$ cat src/rtl/apb3_pkg.sv
// Shared types and constants for the APB3 master and its helpers.
package apb3_pkg;

    localparam int APB_DATA_W = 32;
    localparam int APB_STRB_W = 4;

    typedef enum logic [1:0] {
        ST_IDLE,
        ST_SETUP,
        ST_ACCESS,
        ST_RESP
    } apb3_state_e;

endpackage

$ cat src/rtl/apb3_wait_timer.sv
// Counts ACCESS wait states and flags the cycle on which the timeout limit is reached.
// The counter saturates at all-ones so a long stall can never wrap back under the limit.
module apb3_wait_timer #(
    parameter  int LIMIT = 256,
    localparam int CNT_W = $clog2(LIMIT) + 1
) (
    input  logic PCLK,
    input  logic PRESET,
    input  logic clear,
    input  logic enable,
    output logic limit_hit
);

    localparam logic [CNT_W-1:0] CNT_MAX    = '1;
    localparam logic [CNT_W-1:0] LIMIT_LAST = (LIMIT == 0) ? '0 : CNT_W'(LIMIT - 1);

    logic [CNT_W-1:0] count;

    // Wait-state counter: clear wins over increment, increment stops at saturation.
    always_ff @(posedge PCLK) begin
        // NOTE: sequential state uses non-blocking assignments so every register samples pre-edge values.
        if (PRESET) begin
            count <= '0;
        end else if (clear) begin
            count <= '0;
        end else if (enable && (count != CNT_MAX)) begin
            count <= count + 1'b1;
        end
    end

    // A limit of zero disables the timeout entirely.
    assign limit_hit = (LIMIT != 0) && (count == LIMIT_LAST);

endmodule

$ cat src/rtl/apb3_master.sv
// APB3 bus master: takes one request at a time, runs a SETUP/ACCESS transfer,
// and returns a response that is held until the requester accepts it.
module apb3_master
    import apb3_pkg::*;
#(
    parameter int ADDR_W         = 12,
    parameter int TIMEOUT_CYCLES = 256
) (
    input  logic                  PCLK,
    input  logic                  PRESET,

    input  logic                  req_valid,
    output logic                  req_ready,
    input  logic [ADDR_W-1:0]     req_addr,
    input  logic                  req_write,
    input  logic [APB_DATA_W-1:0] req_wdata,
    input  logic [APB_STRB_W-1:0] req_strb,

    output logic                  rsp_valid,
    input  logic                  rsp_ready,
    output logic [APB_DATA_W-1:0] rsp_rdata,
    output logic                  rsp_err,
    output logic                  rsp_timeout,

    output logic [ADDR_W-1:0]     PADDR,
    output logic                  PSEL,
    output logic                  PENABLE,
    output logic                  PWRITE,
    output logic [APB_DATA_W-1:0] PWDATA,
    output logic [APB_STRB_W-1:0] PSTRB,
    input  logic [APB_DATA_W-1:0] PRDATA,
    input  logic                  PREADY,
    input  logic                  PSLVERR
);

    apb3_state_e           state, state_d;
    logic                  psel_d, penable_d, pwrite_d;
    logic [ADDR_W-1:0]     paddr_d;
    logic [APB_DATA_W-1:0] pwdata_d, rsp_rdata_d;
    logic [APB_STRB_W-1:0] pstrb_d;
    logic                  rsp_valid_d, rsp_err_d, rsp_timeout_d;
    logic                  timeout_hit;

    // The wait counter restarts on the SETUP->ACCESS edge and counts stalled ACCESS cycles.
    apb3_wait_timer #(
        .LIMIT (TIMEOUT_CYCLES)
    ) u_wait_timer (
        .PCLK      (PCLK),
        .PRESET    (PRESET),
        .clear     (state == ST_SETUP),
        .enable    ((state == ST_ACCESS) && !PREADY),
        .limit_hit (timeout_hit)
    );

    // Only the idle state takes new work; this is the one output allowed to be decoded from state.
    assign req_ready = (state == ST_IDLE);

    // Next-state and next-output decode; every register holds its value unless a transition changes it.
    always_comb begin
        // NOTE: every signal gets a default before the case so no path leaves it unassigned (no latches).
        state_d       = state;
        psel_d        = PSEL;
        penable_d     = PENABLE;
        paddr_d       = PADDR;
        pwrite_d      = PWRITE;
        pwdata_d      = PWDATA;
        pstrb_d       = PSTRB;
        rsp_valid_d   = rsp_valid;
        rsp_rdata_d   = rsp_rdata;
        rsp_err_d     = rsp_err;
        rsp_timeout_d = rsp_timeout;

        case (state)
            ST_IDLE: begin
                if (req_valid) begin
                    if (req_addr[1:0] == 2'b00) begin
                        state_d   = ST_SETUP;
                        psel_d    = 1'b1;
                        penable_d = 1'b0;
                        paddr_d   = req_addr;
                        pwrite_d  = req_write;
                        pwdata_d  = req_write ? req_wdata : '0;
                        pstrb_d   = req_write ? req_strb  : '0;
                    end else begin
                        // Misaligned: answer with an error without touching the bus.
                        state_d       = ST_RESP;
                        rsp_valid_d   = 1'b1;
                        rsp_rdata_d   = '0;
                        rsp_err_d     = 1'b1;
                        rsp_timeout_d = 1'b0;
                    end
                end
            end

            ST_SETUP: begin
                state_d   = ST_ACCESS;
                penable_d = 1'b1;
            end

            ST_ACCESS: begin
                // PREADY is checked first so a completion on the limit cycle is not reported as a timeout.
                if (PREADY) begin
                    state_d       = ST_RESP;
                    psel_d        = 1'b0;
                    penable_d     = 1'b0;
                    rsp_valid_d   = 1'b1;
                    rsp_rdata_d   = PWRITE ? '0 : PRDATA;
                    rsp_err_d     = PSLVERR;
                    rsp_timeout_d = 1'b0;
                end else if (timeout_hit) begin
                    state_d       = ST_RESP;
                    psel_d        = 1'b0;
                    penable_d     = 1'b0;
                    rsp_valid_d   = 1'b1;
                    rsp_rdata_d   = '0;
                    rsp_err_d     = 1'b1;
                    rsp_timeout_d = 1'b1;
                end
            end

            ST_RESP: begin
                if (rsp_ready) begin
                    state_d     = ST_IDLE;
                    rsp_valid_d = 1'b0;
                end
            end

            default: begin
                state_d = ST_IDLE;
            end
        endcase
    end

    // State and output registers; reset abandons any in-flight transfer or pending response.
    always_ff @(posedge PCLK) begin
        // NOTE: every register here has a reset value because all of them are visible on ports.
        if (PRESET) begin
            state       <= ST_IDLE;
            PSEL        <= 1'b0;
            PENABLE     <= 1'b0;
            PADDR       <= '0;
            PWRITE      <= 1'b0;
            PWDATA      <= '0;
            PSTRB       <= '0;
            rsp_valid   <= 1'b0;
            rsp_rdata   <= '0;
            rsp_err     <= 1'b0;
            rsp_timeout <= 1'b0;
        end else begin
            state       <= state_d;
            PSEL        <= psel_d;
            PENABLE     <= penable_d;
            PADDR       <= paddr_d;
            PWRITE      <= pwrite_d;
            PWDATA      <= pwdata_d;
            PSTRB       <= pstrb_d;
            rsp_valid   <= rsp_valid_d;
            rsp_rdata   <= rsp_rdata_d;
            rsp_err     <= rsp_err_d;
            rsp_timeout <= rsp_timeout_d;
        end
    end

endmodule
$ cat config.mk
export PLATFORM = sky130hd
export DESIGN_NAME = apb3_master
export DESIGN_NICKNAME = d
export VERILOG_FILES = /design/src/rtl/apb3_pkg.sv /design/src/rtl/apb3_wait_timer.sv /design/src/rtl/apb3_master.sv
export SDC_FILE = /design/constraint.sdc
export NUM_CORES = 1
export LEC_CHECK = 0
export ABC_AREA = 1
export CAP_MARGIN = 5
export CORE_UTILIZATION = 46
export CTS_CLUSTER_DIAMETER = 40
export DETAILED_ROUTE_END_ITERATION = 8
export PLACE_DENSITY = 0.86
export SLEW_MARGIN = 20
export SYNTH_ARGS = -nofsm -noshare
export SYNTH_HDL_FRONTEND = slang
export SYNTH_SLANG_ARGS = --single-unit
$ cat constraint.sdc
create_clock -name PCLK -period 3.7 [get_ports PCLK]
set_input_delay 0.74 -clock PCLK [delete_from_list [all_inputs] [get_ports PCLK]]
set_output_delay 0.74 -clock PCLK [all_outputs]
set_load 0.02 [all_outputs]
# ---- After elaboration in Yosys (flattened, before gate mapping)
# Index checks and enable logic that the tools add are counted.
dict set report totals {
  input_bits 87
  out_inout_bits 87
  regBits 97
}
dict set report classes {
  n_mux 34
  n_addsub 1
  reduce_logical 15
  eq_ne 10
}
# operator count
set ops {}
lappend ops {{32-bit 2-to-1 mux} 6}
lappend ops {{32-bit case mux with 2 select lines} 1}
lappend ops {{1-bit 2-to-1 mux} 15}
lappend ops {{4-bit AND reduction} 3}
lappend ops {{2-bit 2-to-1 mux} 5}
lappend ops {{9-bit by 1-bit adder with 9-bit output (second input constant)} 1}
lappend ops {{9-bit by 8-bit equality test with 1-bit output (second input constant)} 1}
lappend ops {{9-bit != test (second input constant)} 1}
lappend ops {{2-bit case mux with 4 select lines} 1}
lappend ops {{2-bit != test (second input constant)} 3}
lappend ops {{1-bit case mux with 2 select lines} 3}
lappend ops {{1-bit case mux with 3 select lines} 2}
lappend ops {{3-bit AND reduction} 2}
lappend ops {{3-bit nonzero test} 2}
lappend ops {{5-bit AND reduction} 1}
lappend ops {{2-bit equality test (second input constant)} 2}
lappend ops {{2-bit logical NOT} 2}
lappend ops {{4-bit 2-to-1 mux} 1}
lappend ops {{3-bit != test (second input constant)} 1}
lappend ops {{2-bit by 1-bit equality test with 1-bit output (second input constant)} 1}
lappend ops {{1-bit logical AND} 2}
lappend ops {{2-bit by 1-bit != test with 1-bit output (second input constant)} 1}
lappend ops {{2-bit nonzero test} 1}
lappend ops {{2-bit OR reduction} 1}
lappend ops {{1-bit logical NOT} 1}

# ---- Longest topological paths before layout
dict set report depth {
  word_depth 4
  mapped_depth 11
}

# ---- Cells and area by module
# A second synthesis with hierarchy kept.
dict set report unflattened {
  hier_cells 558
  area_unflattened_um2 4025.1
}
# mod n_inst cells_per_inst area_per_inst_um2 seq_area_each_um2
set by_module_without_submodules {}
lappend by_module_without_submodules {apb3_master 1 490 3525.9 1761.7}
lappend by_module_without_submodules {apb3_wait_timer 1 68 499.2 180.2}

# ---- Least setup slack after synthesis
# No wires, ideal clock.
dict set report synth_path {
  path_type {flip-flop to flip-flop}
  from {register u_wait_timer.count[0]}
  to {register rsp_rdata[0]}
  setup_ps 113
  path_slack_ps 1886
  arrival_ps 1701
  path_stages_with_launch 11
  synth_period_minus_slack_ps 1814
  path_cell_list {dfxtp_1 ha_1 nand3_1 nor4_1 ha_1 o21ai_0 nand2_1 buf_2 nand3_1 nand2_1 nor2_1}
}
dict set report synth_between {
  elab_chain_cells 3
}
# item line_no
set synth_rtl {}
lappend synth_rtl {{from (decl)} apb3_wait_timer.sv:17} ;# logic [CNT_W-1:0] count;
lappend synth_rtl {{from (signal assigned)} apb3_wait_timer.sv:27} ;# count <= count + 1'b1;
lappend synth_rtl {{9-bit by 8-bit equality test with 1-bit output} apb3_wait_timer.sv:32} ;# assign limit_hit = (LIMIT != 0) && (count == LIMIT_LAST);
lappend synth_rtl {{3-bit != test (no source line)} n/a}
lappend synth_rtl {{4-bit AND reduction (no source line)} n/a}
lappend synth_rtl {{to (signal assigned)} apb3_master.sv:158} ;# rsp_rdata <= rsp_rdata_d;
lappend synth_rtl {{to (decl)} apb3_master.sv:21} ;# output logic [APB_DATA_W-1:0] rsp_rdata,
# No other way between the ends.
# A chain may end at the register's enable or synchronous reset.

# ---- Worst setup path after layout
dict set report layout_path {
  from {register state[0]}
  to {output port req_ready}
}
dict set report layout_between {
  elab_chain_cells 1
}
# item line_no
set layout_rtl {}
lappend layout_rtl {{from (decl)} apb3_master.sv:36} ;# apb3_state_e state, state_d;
lappend layout_rtl {{from (signal assigned)} apb3_master.sv:150} ;# state <= state_d;
lappend layout_rtl {{2-bit logical NOT} apb3_master.sv:56} ;# assign req_ready = (state == ST_IDLE);
lappend layout_rtl {{to (decl)} apb3_master.sv:13} ;# output logic req_ready,
# No other way between the ends.

==> metrics.yaml <==
logic_synthesis:
  synthDistinctLibCells: 24
  synth_area_um2: 4125
  synth_warnings: 0
  seq_area_frac_synth_pct: 47.07
  syn_avg_cell_area_um2: 6.992
  synth_cells: 590
  synth-seq-cells: 97
  syn-num-nets: 686
final_layout:
  multi_input_area_um2: 1826
  syn2layout_area_growth_pct: 47.01
  fin_nets: 845
  final_common_cell: "clkdlybuf4s50_1"
  drive_gt1_share_pct: 3.851
  final_core_util_pct: 69.54
  final_cells: 861
  final_cell_area_um2: 6065
  fill_cells: 707
  seqCellArea_um2: 1942
  antennaDiodeCount: 0
  final_cell_mix: "clkdlybuf4s50_1, nand2_1, nor2_1"
worst_setup_path:
  critical_path_class: "reg -> out"
  worstReg2RegStart: "u_wait_timer.count[1]"
  worstRegToRegCells: 10
  r2r_end: "rsp_rdata[7]"
  startpoint: "state[0]"
  required_ps: 2960
  crit_fanout: 10
  startpoint_type: "flop"
  end_kind: "output pin"
  r2r_slack_ps: 1110
  worstPathArrival_ps: 2040
floorplan:
  num_io_pins: 174
  die_y_um: 96.70
  fp.dieW_um: 96.70
  rows: 34
  start_util_pct: 47.30
  core-area_um2: 8721
  die_area_um2: 9351
clock_network:
  h-tree-depth: 3
  hold_buffers: 0
  clkSinkCount: 97
  ctsLongestPathBuffers: 2
  clk_root_buffer_cell: "clkbuf_8"
  post_cts_buffers: 0
  numCtsBuffers: 9
  cts_resized: 0
  clk_pin_slew_worst_paths_ps: 100
  cts_tree: "done"
  clk-insertion-delay-late_ps: 350
sta:
  setup_viol: 0
  worst_pin_slew_ps: 949.4
  finalHoldViolCount: 0
  maxSlewHeadroom_pct: 36.64
  max_freq_ghz: 0.3603
  slew_viol_final: 0
  min_period_over_period_pct: 75.01
  setup_slack_ps: 924.6
  skew_ps: 20.17
  rsz0062_at_grt: "false"
  holdWs_ps: 458.5
  post-route-min-period_ps: 2775
  final.setup.tns_ps: 0
route:
  wl_mm: 11.44
  dr.pass1.iters: 4
  drt_first_iter_violations: 174
  wl_per_cell_um: 13.28
  vias: 4208
  avgViaCountPerCell: 4.887
  remaining_drc_errors: 0
  detail-route-antenna-nets: 0
global_routing:
  grt.overflow.total: 0
  grt_pass1_vias: 4028
  grt_usage_pct: 23.99
  antenna_found_initial: 0
  grt_max_degree: 39
  grt_pass1_wl_mm: 18.55
placed_design:
  port_buffers: 173
  pre_cts_ws_ps: 1057
  routabilityCongestion: 0.8399
  dp_hpwl_mm: 8.454
  placed_cell_area_um2: 5856
  place_inst: 846
flow_run:
  max-cap-violations: 0
min_path:
  whs_endpoint: "PADDR[0]"
  hp-class: "reg -> reg"
  whs_path_depth: 2
  hold_start: "PADDR[0]"
power:
  power.leakage_nw: 2.481
  powerDensity_nw_per_um2: 696.0
  finalPower_mw: 4.221
  ir_worst_vdd_mv: 0.4182
status:
  status: "finished, final reports clean"
per-layer routing:
metal | vias up | wire length [um] | part of all wire (%) | track usage, %
li1 | 2124 | - | - | -
met1 | 1887 | 4795 | 42 | 29.02
met2 | 182 | 5537 | 48 | 41.71
met3 | 15 | 936 | 8.2 | 5.853
met4 | 0 | 165 | 1.4 | 7.692
met5 | - | 0 | 0 | 0
synth_stat cells, drive strengths merged:
cell type,number,area [um2]
dfxtp,97,1942
nand2,172,648.1
xor2,1,8.760
clkbuf,6,22.52
nor3,1,5.000
nor2,133,528.0
nor4,1,6.260
ha,9,112.6
inv,47,176.4
nand3,31,167.7
a21oi,46,230.2
buf,25,158.9
o21ai,20,111.4
o21bai,1,7.510
flip-flops by register name, summed over array words and instances (netlist names):
| signal | flops |
|---|---|
| u_wait_timer.count | 9 |
| rsp_err | 1 |
| PWDATA | 32 |
| PWRITE | 1 |
| PSEL | 1 |
| state | 2 |
| PSTRB | 4 |
| PENABLE | 1 |
| rsp_rdata | 32 |
| rsp_timeout | 1 |
| PADDR | 12 |
| rsp_valid | 1 |
power breakdown:
part	internal, mW	switching, mW	leakage, nW	total, mW
logic	0.845	1.22	1.59	2.06
registers	1.29	0.141	0.791	1.43
clock network	0.378	0.351	0.102	0.728
critical path: stages, from the launching register on:
cell             delay, ps
dfxtp_1                360
inv_1                  140
ha_1                   470
clkdlybuf4s50_1        730
cells by family after synthesis:
group | Yosys count | share of synthesized area, %
AOI/OAI and AO/OA | 67 | 8.462
buffers and inverters | 78 | 8.674
DFF | 97 | 47.07
and+or+nand+nor | 338 | 32.85
adders and majority gates | 9 | 2.730
xor gates and xnor gates | 1 | 0.2124
area by class of cell:
| cell class | instances | share of cell area (%) |
|---|---|---|
| flip-flops and latches | 97 | 32.02 |
| multi-input cells | 415 | 30.10 |
| clock inverters | 5 | 1.341 |
| clock buffers | 10 | 2.104 |
| well taps | 108 | 2.228 |
| inverters | 47 | 2.909 |
| repair buffers | 179 | 29.30 |
worst max-delay path by stage:
stage / endpoint / depth (start not counted)
2_1_floorplan: rsp_rdata[0] / 10
3_3_place_gp: PWDATA[4] / 6
3_5_place_dp: PWDATA[21] / 6
4_1_cts: req_ready / 3
5_1_grt: req_ready / 3
6_report: req_ready / 3
Power figures use the tool's default switching activity.
